$ cat src/rtl/tdm_demux_pkg.sv
// Shared definitions for the TDM demultiplexer: FSM encoding, miss limit, defaults.
// Optional parity slot is enabled by defining TDM_DEMUX_PARITY_EN.
package tdm_demux_pkg;

    typedef enum logic {
        IDLE = 1'b0,
        RUN  = 1'b1
    } state_t;

    localparam int unsigned MISS_LIMIT      = 2;
    localparam int unsigned DEF_NUM_CH      = 4;
    localparam int unsigned DEF_SLOT_CYCLES = 4;

    // Slots per frame, including the trailing parity slot when it is compiled in.
    function automatic int unsigned nslot(input int unsigned num_ch);
`ifdef TDM_DEMUX_PARITY_EN
        return num_ch + 1;
`else
        return num_ch;
`endif
    endfunction

endpackage

$ cat src/rtl/tdm_slot_counter.sv
// Cycle-within-slot and slot-within-frame counters with sample and frame-boundary strobes.
// Counters sit at zero while disabled and restart from zero on clr.
module tdm_slot_counter #(
    parameter int unsigned SLOT_CYCLES = 4,
    parameter int unsigned NSLOT       = 4,
    localparam int unsigned SW         = $clog2(NSLOT)
) (
    input  logic          clk,
    input  logic          rst_n,
    input  logic          en,
    input  logic          clr,
    output logic [SW-1:0] slot,
    output logic          sample,
    output logic          boundary
);

    localparam int unsigned CW = $clog2(SLOT_CYCLES);
    localparam logic [CW-1:0] CYC_LAST  = CW'(SLOT_CYCLES - 1);
    localparam logic [CW-1:0] CYC_MID   = CW'(SLOT_CYCLES / 2);
    localparam logic [SW-1:0] SLOT_LAST = SW'(NSLOT - 1);

    logic [CW-1:0] cyc;
    logic          cyc_wrap;

    assign cyc_wrap = (cyc == CYC_LAST);
    assign sample   = en && (cyc == CYC_MID);
    assign boundary = en && cyc_wrap && (slot == SLOT_LAST);

    always_ff @(posedge clk or negedge rst_n) begin
        if (!rst_n) begin
            cyc  <= '0;
            slot <= '0;
        end else if (!en || clr) begin
            cyc  <= '0;
            slot <= '0;
        end else if (cyc_wrap) begin
            cyc  <= '0;
            slot <= (slot == SLOT_LAST) ? '0 : slot + SW'(1);
        end else begin
            cyc <= cyc + CW'(1);
        end
    end

endmodule

$ cat src/rtl/tdm_demux.sv
// Serial TDM frame demultiplexer with sync tracking, flywheel and loss-of-lock.
// Define TDM_DEMUX_PARITY_EN to add a trailing even-parity slot per frame.
module tdm_demux
    import tdm_demux_pkg::*;
#(
    parameter int unsigned NUM_CH      = DEF_NUM_CH,
    parameter int unsigned SLOT_CYCLES = DEF_SLOT_CYCLES
) (
    input  logic              clk,
    input  logic              rst_n,
    input  logic              din,
    input  logic              frame_sync,
    output logic [NUM_CH-1:0] ch_out,
    output logic              frame_valid,
    output logic              locked,
    output logic              sync_err,
    output logic              parity_err
);

    localparam int unsigned NSLOT = nslot(NUM_CH);
    localparam int unsigned SW    = $clog2(NSLOT);

    state_t           state;
    logic [1:0]       miss;
    logic [NSLOT-1:0] shadow;
    logic [NSLOT-1:0] frame_bits;
    logic [SW-1:0]    slot;
    logic             sample;
    logic             boundary;
    logic             par_ok;

    tdm_slot_counter #(
        .SLOT_CYCLES (SLOT_CYCLES),
        .NSLOT       (NSLOT)
    ) u_slot_counter (
        .clk      (clk),
        .rst_n    (rst_n),
        .en       (state == RUN),
        .clr      (frame_sync),
        .slot     (slot),
        .sample   (sample),
        .boundary (boundary)
    );

    // With two-cycle slots the last sample lands on the boundary cycle itself.
    always_comb begin
        frame_bits = shadow;
        if (sample) begin
            frame_bits[slot] = din;
        end
    end

`ifdef TDM_DEMUX_PARITY_EN
    assign par_ok = ~^frame_bits;
`else
    assign par_ok     = 1'b1;
    assign parity_err = 1'b0;
`endif

    always_ff @(posedge clk or negedge rst_n) begin
        if (!rst_n) begin
            state       <= IDLE;
            miss        <= '0;
            shadow      <= '0;
            ch_out      <= '0;
            frame_valid <= 1'b0;
            locked      <= 1'b0;
            sync_err    <= 1'b0;
`ifdef TDM_DEMUX_PARITY_EN
            parity_err  <= 1'b0;
`endif
        end else begin
            frame_valid <= 1'b0;
            sync_err    <= 1'b0;
`ifdef TDM_DEMUX_PARITY_EN
            parity_err  <= 1'b0;
`endif
            unique case (state)
                IDLE: begin
                    if (frame_sync) begin
                        state  <= RUN;
                        locked <= 1'b1;
                        miss   <= '0;
                        shadow <= '0;
                    end
                end
                RUN: begin
                    if (boundary) begin
                        shadow <= '0;
                        if (par_ok) begin
                            ch_out      <= frame_bits[NUM_CH-1:0];
                            frame_valid <= 1'b1;
                        end
`ifdef TDM_DEMUX_PARITY_EN
                        else begin
                            parity_err <= 1'b1;
                        end
`endif
                        // Flywheel over missing syncs until the limit is reached.
                        if (frame_sync) begin
                            miss <= '0;
                        end else if (miss == 2'(MISS_LIMIT - 1)) begin
                            state  <= IDLE;
                            locked <= 1'b0;
                            miss   <= '0;
                        end else begin
                            miss <= miss + 2'd1;
                        end
                    end else if (frame_sync) begin
                        sync_err <= 1'b1;
                        shadow   <= '0;
                    end else begin
                        shadow <= frame_bits;
                    end
                end
                default: state <= IDLE;
            endcase
        end
    end

endmodule

$ cat config.mk
export PLATFORM = sky130hd
export DESIGN_NAME = tdm_demux
export DESIGN_NICKNAME = d
export VERILOG_FILES = /design/src/rtl/tdm_demux_pkg.sv /design/src/rtl/tdm_slot_counter.sv /design/src/rtl/tdm_demux.sv
export SDC_FILE = /design/constraint.sdc
export NUM_CORES = 1
export LEC_CHECK = 0
export CAP_MARGIN = 20
export CELL_PAD_IN_SITES_DETAIL_PLACEMENT = 0
export CELL_PAD_IN_SITES_GLOBAL_PLACEMENT = 1
export CORE_ASPECT_RATIO = 0.9
export CORE_UTILIZATION = 44
export DETAILED_ROUTE_END_ITERATION = 8
export PLACE_DENSITY = 0.77
export SYNTH_ARGS = -nofsm -noshare
export SYNTH_HDL_FRONTEND = slang
export SYNTH_SLANG_ARGS = --single-unit
$ cat constraint.sdc
create_clock -name clk -period 4.9 [get_ports clk]
set_clock_uncertainty 0.2 [all_clocks]
set_input_delay 0.49 -clock clk [delete_from_list [all_inputs] [get_ports clk]]
set_output_delay 0.49 -clock clk [all_outputs]
set_load 0.1 [all_outputs]
# Word level (Yosys, flattened, before mapping)
# Cells that the tools add are included.
# word_totals
regBits	18
in_bits	4
elab_cells	65
out_inout_bits	8
# classes
n_mux	32
n_reduce_logical	10
addsub	3
eq_ne	8
bitwise_logic	1
order_cmp	2
# ops
cell	n
two-way mux 2 bit	9
two-way mux 4 bit	4
two-way mux 1 bit	13
case mux 4 bit (2 select lines)	1
adder 2 x 1 -> 2 bit (second input constant)	3
== test 2 bit (second input constant)	3
bitwise mux 4 bit	1
logical AND 1 bit	4
!= test 2 x 1 -> 1 bit (second input constant)	2
!= test 2 bit (second input constant)	2
case mux 1 bit (2 select lines)	2
case mux 2 bit (2 select lines)	1
AND reduction 2 bit	2
AND reduction 4 bit	1
less-than comparator 2 x 3 -> 1 bit (second input constant)	1
demux 1 bit (select 2 bit)	1
== test 2 x 1 -> 1 bit (second input constant)	1
greater-or-equal comparator 2 x 1 -> 1 bit (second input constant)	1
nonzero test 2 bit	1
logical NOT 1 bit	1
logical OR 1 bit	1
inverter 1 bit	1

# Longest topological paths before layout
# logic_depth
depth_word	9
depth_mapped	6
mapped_depth_nobuf	5

# Modules after synthesis
# A second synthesis with hierarchy kept.
# hier_totals
hier_cells	83
area_unflattened_um2	865.8
# modules_own_cells
module	area_per_inst_um2	cells_each	instances	seq_area_each_um2
tdm_demux	659.4	65	1	350.3
tdm_slot_counter	206.4	18	1	100.1

# Worst setup path before layout
# Ideal clock, no wire load.
# synth_path
path_type	register to register
start	register state
end	register shadow[3]
path_stages_with_launch	7
arrival_time_ns	1.476
t_required_ns	4.618
path_slack_ns	3.141
path_buffers	1
synth_period_minus_slack_ns	1.759
cell_sequence	dfrtp_1 buf_6 inv_1 ha_1 a211oi_4 nand3_1 o22ai_1
# synth_between
elab_chain_len	5
# synth_lines
element	line_no	source
start, declared	tdm_demux.sv:23	state_t state;
start signal, assigned	tdm_demux.sv:62	state <= IDLE;
start signal, assigned	tdm_demux.sv:81	state <= RUN;
start signal, assigned	tdm_demux.sv:103	state <= IDLE;
logical AND 1 bit	tdm_slot_counter.sv:26	assign sample = en && (cyc == CYC_MID);
two-way mux 4 bit	tdm_demux.sv:48	if (sample) begin
two-way mux 4 bit	tdm_demux.sv:109	end else if (frame_sync) begin
two-way mux 4 bit	tdm_demux.sv:88	if (boundary) begin
case mux 4 bit (2 select lines)	tdm_demux.sv:78	unique case (state)
end signal, assigned	tdm_demux.sv:113	shadow <= frame_bits;
end, declared	tdm_demux.sv:25	logic [NSLOT-1:0] shadow;
# Parallel ways exist; a longest one is shown, timed or not.
# A chain may end at the register's enable or synchronous reset.

# Worst setup path in the final report
# layout_path
start	register ch_out[2]
end	output port ch_out[2]
# layout_rtl
element	line_no	source
start, declared	tdm_demux.sv:13	output logic [NUM_CH-1:0] ch_out,
start signal, assigned	tdm_demux.sv:91	ch_out <= frame_bits[NUM_CH-1:0];
# No word-level cell between the ends.

==> impl_metrics.tcl <==
set metrics [dict create \
    outcome "complete, no violations" \
    synthSimpleGateAreaFrac 0.137 \
    final_cells 124 \
    crit_path_end_kind "output pin" \
    drv_cap 0 \
    yosys.area.top_type "dfrtp_1" \
    multiInputGateArea_um2 412 \
    final_hold_viol_count 0 \
    drt-total-wl_um 1620 \
    final_cell_area_um2 1070 \
    synthXorXnorAreaFrac 0 \
    vdd_drop_max_v 0.000217 \
    syn-cell-area_um2 930 \
    cts_root_buf "clkbuf_4" \
    yosys-top-cells-count "dfrtp_1 (18), inv_1 (9), ha_1 (8)" \
    cp.depth 1 \
    dpl-instance-area_um2 1030 \
    post_cts_buffers 0 \
    seqCellArea_um2 450 \
    grt_max_degree 19 \
    power_density_nw_per_um2 262 \
    fp.dieH_um 45.6 \
    synth_ff_type "dfrtp_1" \
    dr.first_iter.drc_count 19 \
    via_per_inst 5.22 \
    first_global_vias 599 \
    ys_seq_elements 18 \
    synth_cell_types 25 \
    period_needed_ns 2.50 \
    cts.sinks 18 \
    cp_slowest_cell "clkdlybuf4s50_1" \
    reg2reg_slack_ns 2.79 \
    syn_nets 100 \
    r2r_end "shadow[3]$_DFFE_PN0P_" \
    cts_buffer_depth 2 \
    r2r-start "state$_DFF_PN0_" \
    slew_viol_final 0 \
    worst_slew_pin_slew_ns 0.962 \
    insertion_delay_ns 0.30 \
    dp_cells 120 \
    fin_ws_ns 2.40 \
    coreArea_um2 1950 \
    synth_area_leaders "dfrtp_1 (48%), ha_1 (11%), mux2i_1 (5.4%)" \
    synth-edff-count 0 \
    dpl.hpwl_um 1190 \
    setup_violations 0 \
    path_class "register to output pin" \
    synth_top_area_frac 0.485 \
    whs_ns 0.282 \
    ys_async_sr_fraction 1.00 \
    antenna_found_initial 0 \
    tns_ns 0 \
    wire_per_inst_um 13.1 \
    row_count 15 \
    cts.repair.resized 0 \
    yosys_warnings 0 \
    drtAntennaViolNets 0 \
    cp_max_fo 2 \
    dieWidth_um 50.5 \
    numCtsBuffers 3 \
    synth_compound_area_frac 0.140 \
    die_area_um2 2300 \
    final_nets 112 \
    reg2regPathDepth 5 \
    grt_overflow 0 \
    grt_pass1_wl_um 2630 \
    synth_cells 88 \
    cp.arrival_ns 1.81 \
    ioPinCount 12 \
    syn_area_per_cell_um2 10.6 \
    crit_end "ch_out[2]" \
    syn_to_final_growth_pct 14.8 \
    worst_setup_path_startpoint "ch_out[2]$_DFFE_PN0P_" \
    drcViolationCount 0 \
    place_ws_ns 2.42 \
    yosysMostFrequentCell "dfrtp_1" \
    fillCellCount 171 \
    clock.fmax_ghz 0.399 \
    hold_path.class "register to register" \
    path_clk_slew_ns 0.11 \
    critPathBufInv 1 \
    synthAdderAreaFrac 0.108 \
    worst_path_largest_cell_delay_ns 1.14 \
    drt_pass1_iterations 4 \
    synthMuxAreaShare 0.0538 \
    cp_top_family "buffers and inverters" \
    via_count 647 \
    initial_core_util 0.476 \
    n_antenna_cell 0 \
    worstPathCellList "clkdlybuf4s50_1" \
    post_route_cells_drive_above_1_share 0.0707 \
    grt_usage 0.165 \
    cts-htree-levels 1 \
    max_slew_margin 0.356 \
    cts_tree "yes" \
    fin_crit_sh 0.511 \
    cp.required_ns 4.21 \
    yosysSeqAreaShare 0.485 \
    cts_hold_buffers 0 \
    portBuffers 10 \
    worst_setup_path_start_kind "register" \
    synth_top_family_by_area "compound AO/OA/AOI/OAI gates" \
    rsz0062_at_grt "no" \
    gp_congestion 0.743 \
    leakagePower_nw 0.487 \
]
metrics by stage:
stage,utilization,power [mW]
final,0.547,0.279
after global routing,0.547,0.292
after CTS,0.547,0.283
after detailed placement,0.528,0.191
after global placement,0.528,0.190
after floorplan,-,0.181
cells by family (layout without fill, tap and decap cells):
| family | after synthesis | after routing |
|---|---|---|
| flops | 18 | 18 |
| fa+ha+maj | 8 | 8 |
| mux | 5 | 5 |
| buf+inv | 13 | 24 |
| other cells | 1 | 1 |
| compound gates | 19 | 19 |
| simple gates | 24 | 24 |
placed cells by master, fill, tap and decap left out:
master           synthesis  layout
clkdlybuf4s50_1          0      10
nor2b_1                  2       2
a21oi_1                  1       1
nor3_1                   1       1
o21ai_0                  4       4
dfrtp_1                 18      18
nand3_2                  1       1
o21a_1                   2       2
nand4_1                  2       2
nand3_1                  6       6
clkbuf_4                 0       3
ha_1                     8       8
clkbuf_8                 0       1
o22ai_1                  4       4
inv_1                    9       9
o21ai_1                  1       1
mux2i_1                  5       5
a211oi_4                 1       1
or3b_1                   1       1
a22o_1                   1       1
nor2_1                   4       4
conb_1                   1       1
inv_2                    1       1
a31oi_1                  5       5
nand2_1                  5       5
nor3b_1                  2       2
power by group:
| part | total [mW] | internal (mW) | switching, mW |
|---|---|---|---|
| sequential | 0.155 | 0.152 | 0.00245 |
| combinational | 0.0330 | 0.0110 | 0.0220 |
| clock | 0.0918 | 0.0453 | 0.0464 |
flip-flops by register name (all words and copies together) (netlist names):
name and flops:
miss 2, shadow 4, sync_err 1, ch_out 4
locked 1, state 1, u_slot_counter.slot 2, u_slot_counter.cyc 2
frame_valid 1
how the worst min path moves through the flow:
stage	start	to	slack [ns]	depth (start not counted)
5_1_grt	u_slot_counter.cyc[0]$_DFF_PN0_	u_slot_counter.cyc[0]$_DFF_PN0_	0.30	1
3_3_place_gp	u_slot_counter.cyc[0]$_DFF_PN0_	u_slot_counter.cyc[0]$_DFF_PN0_	0.25	1
2_1_floorplan	rst_n	ch_out[0]$_DFFE_PN0P_	-0.006	0
3_5_place_dp	u_slot_counter.cyc[0]$_DFF_PN0_	u_slot_counter.cyc[0]$_DFF_PN0_	0.27	1
4_1_cts	u_slot_counter.cyc[0]$_DFF_PN0_	u_slot_counter.cyc[0]$_DFF_PN0_	0.28	1
6_report	u_slot_counter.cyc[0]$_DFF_PN0_	u_slot_counter.cyc[0]$_DFF_PN0_	0.28	1
area by class of cell:
type	count	share of cell area
clock buffer	4	0.0340
inverter	10	0.0352
sequential	18	0.422
tap	25	0.0293
timing repair buffer	10	0.0938
multi-input combinational	57	0.386
per-layer routing:
layer | GRT usage | routed length [um] | up-vias
met2 | 0.277 | 755 | 18
met5 | 0 | 0 | -
met3 | 0.0700 | 94 | 2
li1 | - | - | 325
met1 | 0.194 | 757 | 302
met4 | 0.0500 | 15 | 0
(Power assumes the default switching activity.)
